**src/rtl/sdram_refresh_sequencer.sv**
```systemverilog
// Refresh sequencer: acquires the SDRAM command bus, issues PRECHARGE ALL plus
// a burst of AUTO REFRESH commands with tRP/tRFC spacing, then acks the counter.
module sdram_refresh_sequencer #(
  parameter int T_RP_CYCLES   = 2,
  parameter int T_RFC_CYCLES  = 7,
  parameter int REFRESH_BURST = 1
) (
  input  logic clock,
  input  logic reset,
  input  logic refresh_request,
  output logic refresh_response,
  output logic bus_request,
  input  logic bus_grant,
  output logic sdram_cs_n,
  output logic sdram_ras_n,
  output logic sdram_cas_n,
  output logic sdram_we_n,
  output logic sdram_a10,
  output logic busy
);

  localparam int CNT_MAX = (T_RP_CYCLES > T_RFC_CYCLES) ? T_RP_CYCLES : T_RFC_CYCLES;
  localparam int CNT_W   = $clog2(CNT_MAX) + 1;
  localparam int BURST_W = $clog2(REFRESH_BURST) + 1;

  localparam logic [CNT_W-1:0]   RP_LOAD  = CNT_W'(T_RP_CYCLES - 1);
  localparam logic [CNT_W-1:0]   RFC_LOAD = CNT_W'(T_RFC_CYCLES - 1);
  localparam logic [CNT_W-1:0]   CNT_ONE  = CNT_W'(1);
  localparam logic [BURST_W-1:0] BURST_N  = BURST_W'(REFRESH_BURST);
  localparam logic [BURST_W-1:0] BURST_ONE = BURST_W'(1);

  // {cs_n, ras_n, cas_n, we_n}
  localparam logic [3:0] CMD_NOP = 4'b0111;
  localparam logic [3:0] CMD_PRE = 4'b0010;
  localparam logic [3:0] CMD_REF = 4'b0001;

  typedef enum logic [2:0] {
    S_IDLE,
    S_WAIT_GRANT,
    S_PRECHARGE,
    S_WAIT_RP,
    S_REFRESH,
    S_WAIT_RFC,
    S_DONE,
    S_COOLDOWN
  } state_t;

  state_t             r_state;
  logic [CNT_W-1:0]   r_cnt;
  logic [BURST_W-1:0] r_burst;
  logic [3:0]         r_cmd;
  logic               r_a10;
  logic               r_bus_req;
  logic               r_resp;
  logic               r_busy;

  state_t             w_state_nxt;
  logic [CNT_W-1:0]   w_cnt_nxt;
  logic [BURST_W-1:0] w_burst_nxt;
  logic [3:0]         w_cmd_nxt;
  logic               w_a10_nxt;
  logic               w_bus_req_nxt;
  logic               w_resp_nxt;
  logic               w_busy_nxt;

  // After a refresh (and its tRFC) either another refresh follows or the burst is complete.
  function automatic state_t f_after_refresh(input logic [BURST_W-1:0] issued);
    return (issued < BURST_N) ? S_REFRESH : S_DONE;
  endfunction

  always_comb begin
    w_state_nxt = r_state;
    w_cnt_nxt   = r_cnt;
    w_burst_nxt = r_burst;
    case (r_state)
      S_IDLE: begin
        if (refresh_request) w_state_nxt = S_WAIT_GRANT;
      end
      S_WAIT_GRANT: begin
        if (bus_grant) w_state_nxt = S_PRECHARGE;
      end
      S_PRECHARGE: begin
        w_cnt_nxt   = RP_LOAD;
        w_state_nxt = (RP_LOAD == '0) ? S_REFRESH : S_WAIT_RP;
      end
      S_WAIT_RP: begin
        w_cnt_nxt = (r_cnt != '0) ? r_cnt - CNT_ONE : '0;
        if (r_cnt <= CNT_ONE) w_state_nxt = S_REFRESH;
      end
      S_REFRESH: begin
        w_burst_nxt = r_burst + BURST_ONE;
        w_cnt_nxt   = RFC_LOAD;
        w_state_nxt = (RFC_LOAD == '0) ? f_after_refresh(w_burst_nxt) : S_WAIT_RFC;
      end
      S_WAIT_RFC: begin
        w_cnt_nxt = (r_cnt != '0) ? r_cnt - CNT_ONE : '0;
        if (r_cnt <= CNT_ONE) w_state_nxt = f_after_refresh(r_burst);
      end
      S_DONE: begin
        w_burst_nxt = '0;
        w_state_nxt = S_COOLDOWN;
      end
      S_COOLDOWN: begin
        w_state_nxt = S_IDLE;
      end
      default: begin
        w_state_nxt = S_IDLE;
      end
    endcase
  end

  // Outputs are decoded from the next state so the pins show each state's command during that state.
  always_comb begin
    w_cmd_nxt     = CMD_NOP;
    w_a10_nxt     = 1'b0;
    w_bus_req_nxt = 1'b0;
    w_resp_nxt    = 1'b0;
    w_busy_nxt    = (w_state_nxt != S_IDLE);
    case (w_state_nxt)
      S_WAIT_GRANT, S_WAIT_RP, S_WAIT_RFC: w_bus_req_nxt = 1'b1;
      S_PRECHARGE: begin
        w_cmd_nxt     = CMD_PRE;
        w_a10_nxt     = 1'b1;
        w_bus_req_nxt = 1'b1;
      end
      S_REFRESH: begin
        w_cmd_nxt     = CMD_REF;
        w_bus_req_nxt = 1'b1;
      end
      S_DONE: w_resp_nxt = 1'b1;
      default: w_cmd_nxt = CMD_NOP;
    endcase
  end

  always_ff @(posedge clock) begin
    if (reset) begin
      r_state   <= S_IDLE;
      r_cnt     <= '0;
      r_burst   <= '0;
      r_cmd     <= CMD_NOP;
      r_a10     <= 1'b0;
      r_bus_req <= 1'b0;
      r_resp    <= 1'b0;
      r_busy    <= 1'b0;
    end else begin
      r_state   <= w_state_nxt;
      r_cnt     <= w_cnt_nxt;
      r_burst   <= w_burst_nxt;
      r_cmd     <= w_cmd_nxt;
      r_a10     <= w_a10_nxt;
      r_bus_req <= w_bus_req_nxt;
      r_resp    <= w_resp_nxt;
      r_busy    <= w_busy_nxt;
    end
  end

  assign {sdram_cs_n, sdram_ras_n, sdram_cas_n, sdram_we_n} = r_cmd;
  assign sdram_a10        = r_a10;
  assign bus_request      = r_bus_req;
  assign refresh_response = r_resp;
  assign busy             = r_busy;

endmodule

```
**config.mk**
```make
export PLATFORM = sky130hd
export DESIGN_NAME = sdram_refresh_sequencer
export DESIGN_NICKNAME = d
export VERILOG_FILES = /design/src/rtl/sdram_refresh_sequencer.sv
export SDC_FILE = /design/constraint.sdc
export NUM_CORES = 1
export LEC_CHECK = 0
export CAP_MARGIN = 20
export CORE_AREA = 2 2 40 42
export CTS_CLUSTER_DIAMETER = 40
export DETAILED_ROUTE_END_ITERATION = 12
export DIE_AREA = 0 0 42 44
export GPL_TIMING_DRIVEN = 0
export PLACE_DENSITY = 0.88
export REMOVE_ABC_BUFFERS = 1
export SYNTH_ARGS = -nofsm -noshare
export SYNTH_HDL_FRONTEND = slang
export SYNTH_SLANG_ARGS = --single-unit
```
**constraint.sdc**
```tcl
create_clock -name clock -period 2.3 [get_ports clock]
set_input_delay 0.345 -clock clock [delete_from_list [all_inputs] [get_ports clock]]
set_output_delay 0.345 -clock clock [all_outputs]
set_load 0.02 [all_outputs]
```
==> summary.md <==
| Metric | Value |
|---|---|
| Outcome | `finished clean` |
| Startpoint types | `register` |
| Routed Antenna Nets | `0` |
| Post-synth cell types | `37` |
| Final period utilization | `77.72%` |
| DRT iter0 DRCs | `7` |
| NumNets Final | `93` |
| Max Slew Vio Count | `0` |
| Worst ir drop on vdd | `0.3124 mV` |
| Global-route wire length before repair | `2318 µm` |
| Hold Buf Count CTS | `0` |
| Worst EP arrival | `1.94 ns` |
| Critical path type | `register to register` |
| Die Height | `44 µm` |
| Core area | `0.001419 mm²` |
| Pre-antenna DRT Iters | `4` |
| Num rows | `14` |
| Clk pin slew, worst setup/hold paths | `0.09 ns` |
| Initial antenna violation count | `0` |
| Crit Path Max Fanout | `15` |
| Mapped Cells | `79` |
| Synth-to-Final Area Change | `17.20%` |
| Remaining global-route overflow | `0` |
| Global Route Usage Sum | `16.34%` |
| Async SR Flop Fraction | `0%` |
| Worst path required time | `2.45 ns` |
| Most numerous cell in the Yosys netlist | `dfxtp_1` |
| LEAKAGE | `0.0002909 µW` |
| # IOs | `12` |
| RSZ-0062 raised after global routing | `false` |
| Post-Route WL | `1354 µm` |
| Max_cap viols | `0` |
| Crit. End Element | `register` |
| Final Worst Setup Slack | `0.5125 ns` |
| Die area | `0.001848 mm²` |
| Pwr Total | `543.6 µW` |
| Sequential share of the synthesized area | `43.01%` |
| TritonCTS clock tree | `built` |
| Setup TNS | `0 ns` |
| Final Hold Fails | `0` |
| Post-CTS resize count | `0` |
| Share of cells above drive strength 1 | `11.36%` |
| Synth Area per Inst | `8.838 µm²` |
| Cell Pwr Density | `664.3 mW/mm²` |
| Port bufs | `10` |
| Final min period | `1.787 ns` |
| GPL Wtd Cong | `0.8425` |
| Final setup fails | `0` |
| Pre-CTS setup slack | `0.5346 ns` |
| Initial Utilization | `49.21%` |
| Die W | `42 µm` |
| Number of enable flip-flop cells after synthesis | `0` |
| Critical R2R Launch | `r_state[2]` |
| Area leader, netlist | `dfxtp_1` |
| # clock sinks | `15` |
| Worst hold start | `r_cnt[3]` |
| DRC | `0` |
| Top cells by count, synth | `dfxtp_1, a21oi_1, o21ai_0, nand2_1, nor2_1` |
| Synth top area share | `43.01%` |
| # diodes | `0` |
| Top_reg_cell synth | `dfxtp_1` |
| Max Freq | `559.5 MHz` |
| Worst Skew | `0.007096 ns` |
| HP Class | `register to register` |
| Max clock buf depth | `2` |
| Root buf cell | `clkbuf_4` |
| Yosys warning count | `0` |
| Largest cells by area after synthesis | `dfxtp_1, a21oi_1, o21ai_0` |
| Number of synthesized register bits | `15` |
| Largest net degree at the start of global routing | `17` |
| DPL Wire Length | `1012 µm` |
| Avg WL per Cell | `13.02 µm` |
| Synthesized area | `698.2 µm²` |
| Crit. Startpoint | `r_state[2]` |
| Drt via density | `5.981` |
| Clock Latency Late Sink | `0.28 ns` |
| Number of global-route vias before repair | `594` |
| DR vias | `622` |
| Setup Buffers After CTS | `0` |
| Core Util, Final | `57.67%` |
| CTS buffer count | `3` |
| H-tree levels | `1` |
## state kept, by name, indices dropped and copies added, names as in the netlist
signal            count
r_cnt                 4
refresh_response      1
r_burst               1
busy                  1
r_state               3
r_cmd                 3
sdram_a10             1
bus_request           1
## area by class of cell
type,count,area [µm²]
fill,120,600.6
clock buffer,4,26.28
tap,16,20.02
inverter,1,3.754
sequential,15,300.3
timing repair buffer,10,100.1
multi-input combinational,58,367.9
## metrics by stage
step | cell area [µm²] | hold slack, ns | cells
after floorplan | 671.9 | 0.4141 | 74
after global placement | 792.0 | 0.4908 | 100
after detailed placement | 792.0 | 0.4903 | 100
after CTS | 818.3 | 0.5047 | 104
after global routing | 818.3 | 0.5246 | 104
final | 818.3 | 0.5025 | 104
## kinds of logic (layout without fill, tap and decap cells)
kind of cell	count (synthesis)	after routing	share of synthesized area [%]
AND/OR/NAND/NOR	31	31	28.32
AO/OA/AOI/OAI	25	25	22.58
flip-flops	15	15	43.01
buffers and inverters	6	15	4.300
other	1	1	0.5371
XOR/XNOR	1	1	1.255
## cells in the final DEF (no fill, tap or decap), types with 2 or more instances in the layout
| cell type | synthesis | routed |
|---|---|---|
| nand3_1 | 2 | 2 |
| a31oi_1 | 2 | 2 |
| o21ai_0 | 7 | 7 |
| nor3_1 | 2 | 2 |
| nor2_1 | 4 | 4 |
| nor2b_1 | 3 | 3 |
| nand3b_1 | 2 | 2 |
| clkbuf_4 | 0 | 3 |
| dfxtp_1 | 15 | 15 |
| clkdlybuf4s50_1 | 0 | 10 |
| nand2_1 | 5 | 5 |
| or3_4 | 2 | 2 |
| a21oi_1 | 7 | 7 |
## worst max-delay path, stage by stage (launching register included)
cell and delay, ns:
dfxtp_1 0.59, or2b_2 0.38, or3_4 0.38, a21oi_1 0.20, o21ai_0 0.11
## final timing paths
path | to | slack (ns) | cells past startpoint
max reg2reg | r_cmd[2] | 0.51 | 4
min reg2reg | r_cnt[2] | 0.50 | 2
max | r_cmd[2] | 0.51 | 4
min | r_cnt[2] | 0.50 | 2
## report_power, final
group,internal (µW),switching (µW)
logic,48.9,50.3
clock network,67.4,80.8
registers,275,21.6
total,391,153
## metal layers
metal  routed length [µm]  part of all wire [%]  GRT usage [%]
met4                   42                   3.1          12.90
met5                    0                     0              0
met3                   56                   4.1          2.917
met1                  602                    44          19.07
met2                  653                    48          26.56
(Power assumes the default switching activity.)
